===== src/rtl/updown_counter_mod.sv =====
// Up/down counter with runtime modulus, programmable step and wrap/saturate boundaries.
// Optional compare output (CMP_VAL/MATCH) is built when COUNTER_CMP_EN is defined.
module updown_counter_mod #(
  parameter int N      = 8,
  parameter int STEP_W = 4
) (
  input  logic              CLK,
  input  logic              RST,
  input  logic              E,
  input  logic              D,
  input  logic              LOAD,
  input  logic [N-1:0]      DATA_IN,
  input  logic [STEP_W-1:0] STEP,
  input  logic [N-1:0]      LIMIT,
  input  logic              SAT,
  output logic [N-1:0]      OUT,
  output logic              TC,
  output logic              WRAP
`ifdef COUNTER_CMP_EN
  ,
  input  logic [N-1:0]      CMP_VAL,
  output logic              MATCH
`endif
);

  localparam int W = N + 1;

  logic [N:0]   lim1;
  logic [N:0]   step_ext;
  logic [N:0]   s_eff;
  logic [N:0]   cur;
  logic [N:0]   up_sum;
  logic [N-1:0] next_out;
  logic         next_wrap;

  // All boundary arithmetic is done one bit wider so LIMIT+1 and OUT+s never overflow.
  always_comb begin
    lim1      = {1'b0, LIMIT} + W'(1);
    step_ext  = W'(STEP);
    s_eff     = (step_ext < lim1) ? step_ext : lim1;
    cur       = {1'b0, OUT};
    up_sum    = cur + s_eff;
    next_out  = OUT;
    next_wrap = 1'b0;
    if (LOAD) begin
      next_out = (DATA_IN > LIMIT) ? LIMIT : DATA_IN;
    end else if (E && (s_eff != '0)) begin
      next_wrap = 1'b1;
      if (OUT > LIMIT) begin
        next_out = LIMIT;
      end else if (!D) begin
        if (up_sum <= {1'b0, LIMIT}) begin
          next_out  = N'(up_sum);
          next_wrap = 1'b0;
        end else if (SAT) begin
          next_out = LIMIT;
        end else begin
          next_out = N'(up_sum - lim1);
        end
      end else begin
        if (cur >= s_eff) begin
          next_out  = N'(cur - s_eff);
          next_wrap = 1'b0;
        end else if (SAT) begin
          next_out = '0;
        end else begin
          next_out = N'(cur + (lim1 - s_eff));
        end
      end
    end
  end

  always_ff @(posedge CLK or posedge RST) begin
    if (RST) begin
      OUT  <= '0;
      WRAP <= 1'b0;
    end else begin
      OUT  <= next_out;
      WRAP <= next_wrap;
    end
  end

`ifdef COUNTER_CMP_EN
  // Compare against the next value so MATCH lines up with the OUT it describes.
  always_ff @(posedge CLK or posedge RST) begin
    if (RST) begin
      MATCH <= 1'b0;
    end else begin
      MATCH <= (next_out == CMP_VAL);
    end
  end
`endif

  always_comb begin
    TC = ((!D) && (OUT == LIMIT)) || (D && (OUT == '0));
  end

endmodule


===== config.mk =====
export PLATFORM = sky130hd
export DESIGN_NAME = updown_counter_mod
export DESIGN_NICKNAME = d
export VERILOG_FILES = /design/src/rtl/updown_counter_mod.sv
export SDC_FILE = /design/constraint.sdc
export NUM_CORES = 1
export LEC_CHECK = 0
export CAP_MARGIN = 20
export CELL_PAD_IN_SITES_DETAIL_PLACEMENT = 1
export CELL_PAD_IN_SITES_GLOBAL_PLACEMENT = 1
export CORE_MARGIN = 2
export CORE_UTILIZATION = 36
export DETAILED_ROUTE_END_ITERATION = 16
export GPL_ROUTABILITY_DRIVEN = 0
export PLACE_DENSITY_LB_ADDON = 0.1
export SYNTH_ARGS = -nofsm -noshare
export SYNTH_HDL_FRONTEND = slang
export SYNTH_SLANG_ARGS = --single-unit

===== constraint.sdc =====
create_clock -name CLK -period 4.3 [get_ports CLK]
set_input_delay 0.86 -clock CLK [delete_from_list [all_inputs] [get_ports CLK]]
set_output_delay 0.86 -clock CLK [all_outputs]
set_load 0.05 [all_outputs]

==> flow_summary.json, run 1 <==
{
  "status": "finished with violations",
  "violations": "negative setup slack",
  "clock_sinks": 9,
  "multi_input_area_mm2": 0.00330,
  "clockBufferDepth": 2,
  "final_antenna_net_count": 0,
  "cts_tree": "done",
  "endpoint_kind": "flop",
  "layout_common_cells": "buf_4 (115), ha_1 (47), inv_1 (37)",
  "drv_cap": 0,
  "grt_max_degree": 16,
  "numCtsBuffers": 3,
  "crit_path_frequent_cell": "ha_4",
  "crit_slowest_cell": "or4_4",
  "nets": 672,
  "drt_pass1_iterations": 5,
  "slew_viol_final": 0,
  "setup-violations-final": 9,
  "yosys_register_bits": 9,
  "fp-row-count": 34,
  "ys_warn_count": 0,
  "portBuffers": 35,
  "ios": 36,
  "final_common_cell": "buf_4",
  "regToRegStartpoint": "OUT[1]$_DFFE_PP0P_",
  "die_w_um": 99.8,
  "area_growth_pct": 57.7,
  "synth_area_leaders": "ha_1 (22%), dfrtp_1 (6.8%), fa_1 (6.1%)",
  "postSynthAreaPerCell_um2": 7.90,
  "grt-ovfl-total": 0,
  "power_density_mw_per_mm2": 877,
  "grt.total_usage": 0.333,
  "antenna_found_initial": 0,
  "yosysTopAreaCellShare": 0.216,
  "peakVddDrop_mv": 0.376,
  "wl_per_cell_um": 25.8,
  "clock_latency_ns": 0.25,
  "total_power_uw": 4570,
  "cp.required_ns": 4.49,
  "hold_start": "OUT[7]$_DFFE_PP0P_",
  "period_needed_ns": 5.77,
  "synth_ff_type": "dfrtp_1",
  "post-route-period-util": 1.34,
  "ys_types": 77,
  "worstSetupStartpointType": "primary input",
  "crit_type": "primary input to flop",
  "cpPeakStageDelay_ns": 0.46,
  "rsz0062_at_grt": "yes",
  "static-leakage-power_uw": 0.00234,
  "yosysTopAreaCell": "ha_1",
  "dp_cells": 663,
  "r2r_slack_ns": 0.09,
  "wirelength_um": 17700,
  "hold_end": "OUT[7]$_DFFE_PP0P_",
  "synthArstFlopShare": 1.00,
  "grt_pass1_wl_um": 25200,
  "clk_pin_slew_ns": 0.06,
  "layout-drive-gt1-share": 0.351,
  "grt_pass1_vias": 4458,
  "fin_cells": 686,
  "regArea_um2": 225,
  "holdWs_ns": 0.702,
  "finalHoldViolations": 0,
  "drc": 0,
  "holdPathStages": 2,
  "vias_per_cell": 6.33,
  "crit_arrival_ns": 5.96,
  "synth_edf_count": 0,
  "fin_ws_ns": -1.47,
  "dieArea_mm2": 0.00996,
  "clockRootBuffer": "clkbuf_8",
  "clock.fmax_mhz": 173,
  "r2r_end": "OUT[3]$_DFFE_PP0P_",
  "drtIter0Drc": 308,
  "hold_class": "flop to flop",
  "htree_levels": 1,
  "holdBufCountCts": 0,
  "syn_inst": 418,
  "seq_area_frac_synth": 0.0682,
  "crit_fanout": 5,
  "vias": 4343,
  "fill_cells": 1033,
  "core_mm2": 0.00881,
  "rr_worst_depth": 16,
  "fp.dieH_um": 99.8,
  "fin_skew_ns": 0.0110,
  "diodes": 0,
  "cp-startpoint": "LIMIT[0]",
  "syn-cell-area_mm2": 0.00330,
  "worst_slew_pin_slew_ns": 0.764,
  "fin_util": 0.592,
  "hpwl_um": 11500,
  "start_util": 0.375,
  "slew_headroom": 0.486
}
## metal layers
metal	global-route usage	wire length, µm
met1	0.401	6740
met2	0.582	8610
met3	0.0453	1320
met4	0.165	1050
met5	0	0
## sequential cells by signal (all words and copies together) (netlist names)
signal / flops
OUT: 8
WRAP: 1
## area by class of cell
class,instances,share of cell area
clock buffer,4,0.00865
inverter,41,0.0300
multi-input combinational,365,0.633
sequential,9,0.0432
tap,108,0.0259
timing repair buffer,159,0.259
## report_power, final
group,leakage (µW),internal (µW),switching [µW]
registers,0.000108,123,61.9
logic,0.00221,1990,2280
clock network,0.0000228,65.4,44.9
total,0.00234,2180,2380
## metrics by stage
stage | instance area, µm² | TNS, ns | setup slack [ns]
floorplan | 3430 | -9.61 | -1.22
global placement | 4640 | -15.70 | -2.02
detailed placement | 4640 | -16.78 | -2.12
CTS | 5090 | -10.01 | -1.22
global route | 5210 | -13.05 | -1.56
finish | 5210 | -12.26 | -1.47
## how the worst max path moves through the flow
stage	endpoint	slack, ns	cells past startpoint
after floorplan	OUT[3]$_DFFE_PP0P_	-1.22	25
after global placement	OUT[3]$_DFFE_PP0P_	-2.02	27
after detailed placement	OUT[3]$_DFFE_PP0P_	-2.12	27
after CTS	OUT[5]$_DFFE_PP0P_	-1.22	27
after global routing	OUT[3]$_DFFE_PP0P_	-1.56	26
final	OUT[3]$_DFFE_PP0P_	-1.47	26
## synthesized netlist by cell type (6+ instances only)
library cell,count
nor4_1,7
xor2_1,7
nor2_1,26
nor3_1,16
fa_1,10
xnor2_1,16
nand3_1,8
ha_1,57
dfrtp_1,9
o211ai_1,6
o21ai_0,18
a21o_1,6
nand2_1,24
a211oi_1,10
a21oi_1,23
nand2b_1,7
clkbuf_1,6
nand4_1,7
or3_1,6
inv_1,39
## kinds of logic after synthesis
group	count (synthesis)	share of synthesized area
fa+ha+maj	67	0.277
compound gates	117	0.255
xor+xnor	26	0.0792
other cells	2	0.00227
flops	9	0.0682
mux	5	0.0163
simple gates	138	0.228
buf+inv	54	0.0739
## timing repair
action,CTS,global route
setup endpoints to repair,9,9
buffers inserted,14,6
pin swaps,39,17
cloned,2,0
gates resized for setup,60,23
## critical path: cells and delay by family
family,cells,cell delay [ns]
xor gates and xnor gates,1,0.13
buffers and inverters,5,0.48
muxes,1,0.22
and+or+nand+nor,4,1.14
adders and majority gates,5,1.35
AOI/OAI and AO/OA,10,1.76
No activity file was read; power rests on OpenSTA's default activity.
==> run 2: changes to the inputs <==
--- a/config.mk
+++ b/config.mk
@@ -5,7 +5,6 @@
 export SDC_FILE = /design/constraint.sdc
 export NUM_CORES = 1
 export LEC_CHECK = 0
-export CAP_MARGIN = 20
 export CELL_PAD_IN_SITES_DETAIL_PLACEMENT = 1
 export CELL_PAD_IN_SITES_GLOBAL_PLACEMENT = 1
 export CORE_MARGIN = 2
@@ -13,6 +12,7 @@
 export DETAILED_ROUTE_END_ITERATION = 16
 export GPL_ROUTABILITY_DRIVEN = 0
 export PLACE_DENSITY_LB_ADDON = 0.1
+export SLEW_MARGIN = 15
 export SYNTH_ARGS = -nofsm -noshare
 export SYNTH_HDL_FRONTEND = slang
 export SYNTH_SLANG_ARGS = --single-unit
==> constraint.sdc (replaced) <==
create_clock -name CLK -period 5.15 [get_ports CLK]
set_input_delay 1.03 -clock CLK [delete_from_list [all_inputs] [get_ports CLK]]
set_output_delay 1.03 -clock CLK [all_outputs]
set_load 0.05 [all_outputs]
==> run 2 against run 1 <==
  * The flow still finishes with violations (negative setup slack)
  * Non-clock buffer count fell by 17
  * First-iteration DRC count fell by 63%
  * Die area did not move
  * Largest cell class unchanged
==> flow_summary.json, run 2 (synthesis results as in run 1) <==
{
  "intPower_uw": 1630,
  "cp-startpoint": "LIMIT[1]",
  "fp.dieH_um": 99.8,
  "holdWs_ns": 0.690,
  "drt_pass1_iterations": 4,
  "grt-ovfl-total": 0,
  "slew_headroom": 0.296,
  "ios": 36,
  "drv_cap": 0,
  "largest_registers": "OUT (8), WRAP (1)",
  "hold_start": "OUT[7]$_DFFE_PP0P_",
  "clk_pin_slew_ns": 0.05,
  "power_density_mw_per_mm2": 668,
  "power_frac_clock": 0.026,
  "dieArea_mm2": 0.00996,
  "regToRegStartpoint": "OUT[1]$_DFFE_PP0P_",
  "diodes": 0,
  "setup-violations-final": 9,
  "rsz0062_at_grt": "yes",
  "clock_sinks": 9,
  "grt_max_degree": 26,
  "wl_met1_um": 5880,
  "wirelength_um": 14100,
  "power_switching_uw": 1680,
  "crit_fanout": 7,
  "setup_tns_ns": -3.68,
  "wl_met2_um": 7210,
  "worstSetupStartpointType": "primary input",
  "cp.required_ns": 5.33,
  "total_power_uw": 3300,
  "status": "finished with violations",
  "rr_worst_depth": 17,
  "worst_slew_pin_slew_ns": 1.05,
  "crit_type": "primary input to flop",
  "final_common_cell": "buf_4",
  "clock_latency_ns": 0.24,
  "die_w_um": 99.8,
  "slew_viol_final": 0,
  "hold_class": "flop to flop",
  "portBuffers": 35,
  "vias": 3870,
  "r2r_end": "OUT[3]$_DFFE_PP0P_",
  "hold_end": "OUT[7]$_DFFE_PP0P_",
  "fill_cells": 1045,
  "crit_slowest_cell": "or4_4",
  "static-leakage-power_uw": 0.00222,
  "cts_tree": "done",
  "grt.total_usage": 0.292,
  "htree_levels": 1,
  "finalHoldViolations": 0,
  "fin_ws_ns": -0.469,
  "antenna_found_initial": 0,
  "fin_cells": 669,
  "nets": 655,
  "hpwl_um": 11100,
  "pwr-share-comb": 0.912,
  "regMostFlops": "OUT",
  "layout_common_cells": "buf_4 (101), ha_1 (48), inv_1 (37)",
  "critPathBufInv": 4,
  "final_antenna_net_count": 0,
  "top_layer": "met4",
  "largest_reg_flops": 8,
  "switching_share": 0.508,
  "clock.fmax_mhz": 178,
  "vias_per_cell": 5.78,
  "numCtsBuffers": 3,
  "dp_cells": 648,
  "r2r_slack_ns": 1.09,
  "grt_pass1_wl_um": 22800,
  "period_needed_ns": 5.62,
  "fin_skew_ns": 0.00209,
  "wl_per_cell_um": 21.1,
  "crit_arrival_ns": 5.80,
  "wl_met3_um": 620,
  "drtIter0Drc": 115,
  "violations": "negative setup slack",
  "start_util": 0.375,
  "layout-drive-gt1-share": 0.314,
  "endpoint_kind": "flop",
  "fp-row-count": 34,
  "clockBufferDepth": 2,
  "post-route-period-util": 1.09,
  "clockRootBuffer": "clkbuf_8",
  "peakVddDrop_mv": 0.263,
  "holdPathStages": 2,
  "seqPwrFrac": 0.062,
  "drc": 0,
  "cpPeakStageDelay_ns": 0.46,
  "area_growth_pct": 49.7,
  "core_mm2": 0.00881,
  "crit_family": "compound AO/OA/AOI/OAI gates",
  "pre_cts_ws_ns": -1.40,
  "crit_path_frequent_cell": "ha_4",
  "grt_pass1_vias": 4308
}
run 2: worst max path at each step:
| stage | to | slack (ns) | cells after the start |
|---|---|---|---|
| 5_1_grt | OUT[5]$_DFFE_PP0P_ | -0.67 | 26 |
| 6_report | OUT[3]$_DFFE_PP0P_ | -0.47 | 27 |
| 3_3_place_gp | OUT[3]$_DFFE_PP0P_ | -1.22 | 25 |
| 4_1_cts | OUT[3]$_DFFE_PP0P_ | -0.48 | 28 |
| 2_1_floorplan | OUT[3]$_DFFE_PP0P_ | -0.54 | 25 |
| 3_5_place_dp | OUT[3]$_DFFE_PP0P_ | -1.40 | 25 |
run 2: area by class of cell:
class / count / area (µm²) / share of cell area
multi-input cells: 365 / 3200 / 0.647
repair buffers: 142 / 1180 / 0.239
flip-flops and latches: 9 / 225 / 0.0455
clock buffers: 4 / 45.0 / 0.00911
well taps: 108 / 135 / 0.0273
inverters: 41 / 156 / 0.0316
run 2: layer usage:
| metal | global-route usage | vias to the layer above |
|---|---|---|
| li1 | - | 1818 |
| met4 | 0.0811 | 0 |
| met1 | 0.362 | 1924 |
| met3 | 0.0216 | 31 |
| met5 | 0 | - |
| met2 | 0.544 | 97 |
run 2: power by group through the flow:
stage / sequential, µW / combinational, µW / clock [µW]
2_1_floorplan: 267 / 1530 / 0
3_3_place_gp: 198 / 2490 / 0
3_5_place_dp: 199 / 2570 / 0
4_1_cts: 202 / 2930 / 86.6
5_1_grt: 213 / 3260 / 89.6
6_report: 204 / 3010 / 86.3
run 2: through the flow:
step                      cell area [µm²]  utilization
after floorplan                      3430            -
after global placement               4520        0.513
after detailed placement             4520        0.513
after CTS                            4840        0.550
after global routing                 4950        0.562
final                                4950        0.562
run 2: repair_timing:
| item | in CTS | in global routing |
|---|---|---|
| gates cloned | 1 | 0 |
| buffers inserted | 11 | 7 |
| resized for setup | 47 | 18 |
| hold endpoints to repair | 0 | 0 |
| endpoints found under the setup margin | 9 | 9 |
| hold buffers | 0 | 0 |
| pin swaps | 29 | 12 |
run 2: tightest hold or removal path, stage by stage, from the launching register on:
cell and delay [ns]:
dfrtp_1 0.48, inv_1 0.11, a221oi_2 0.06
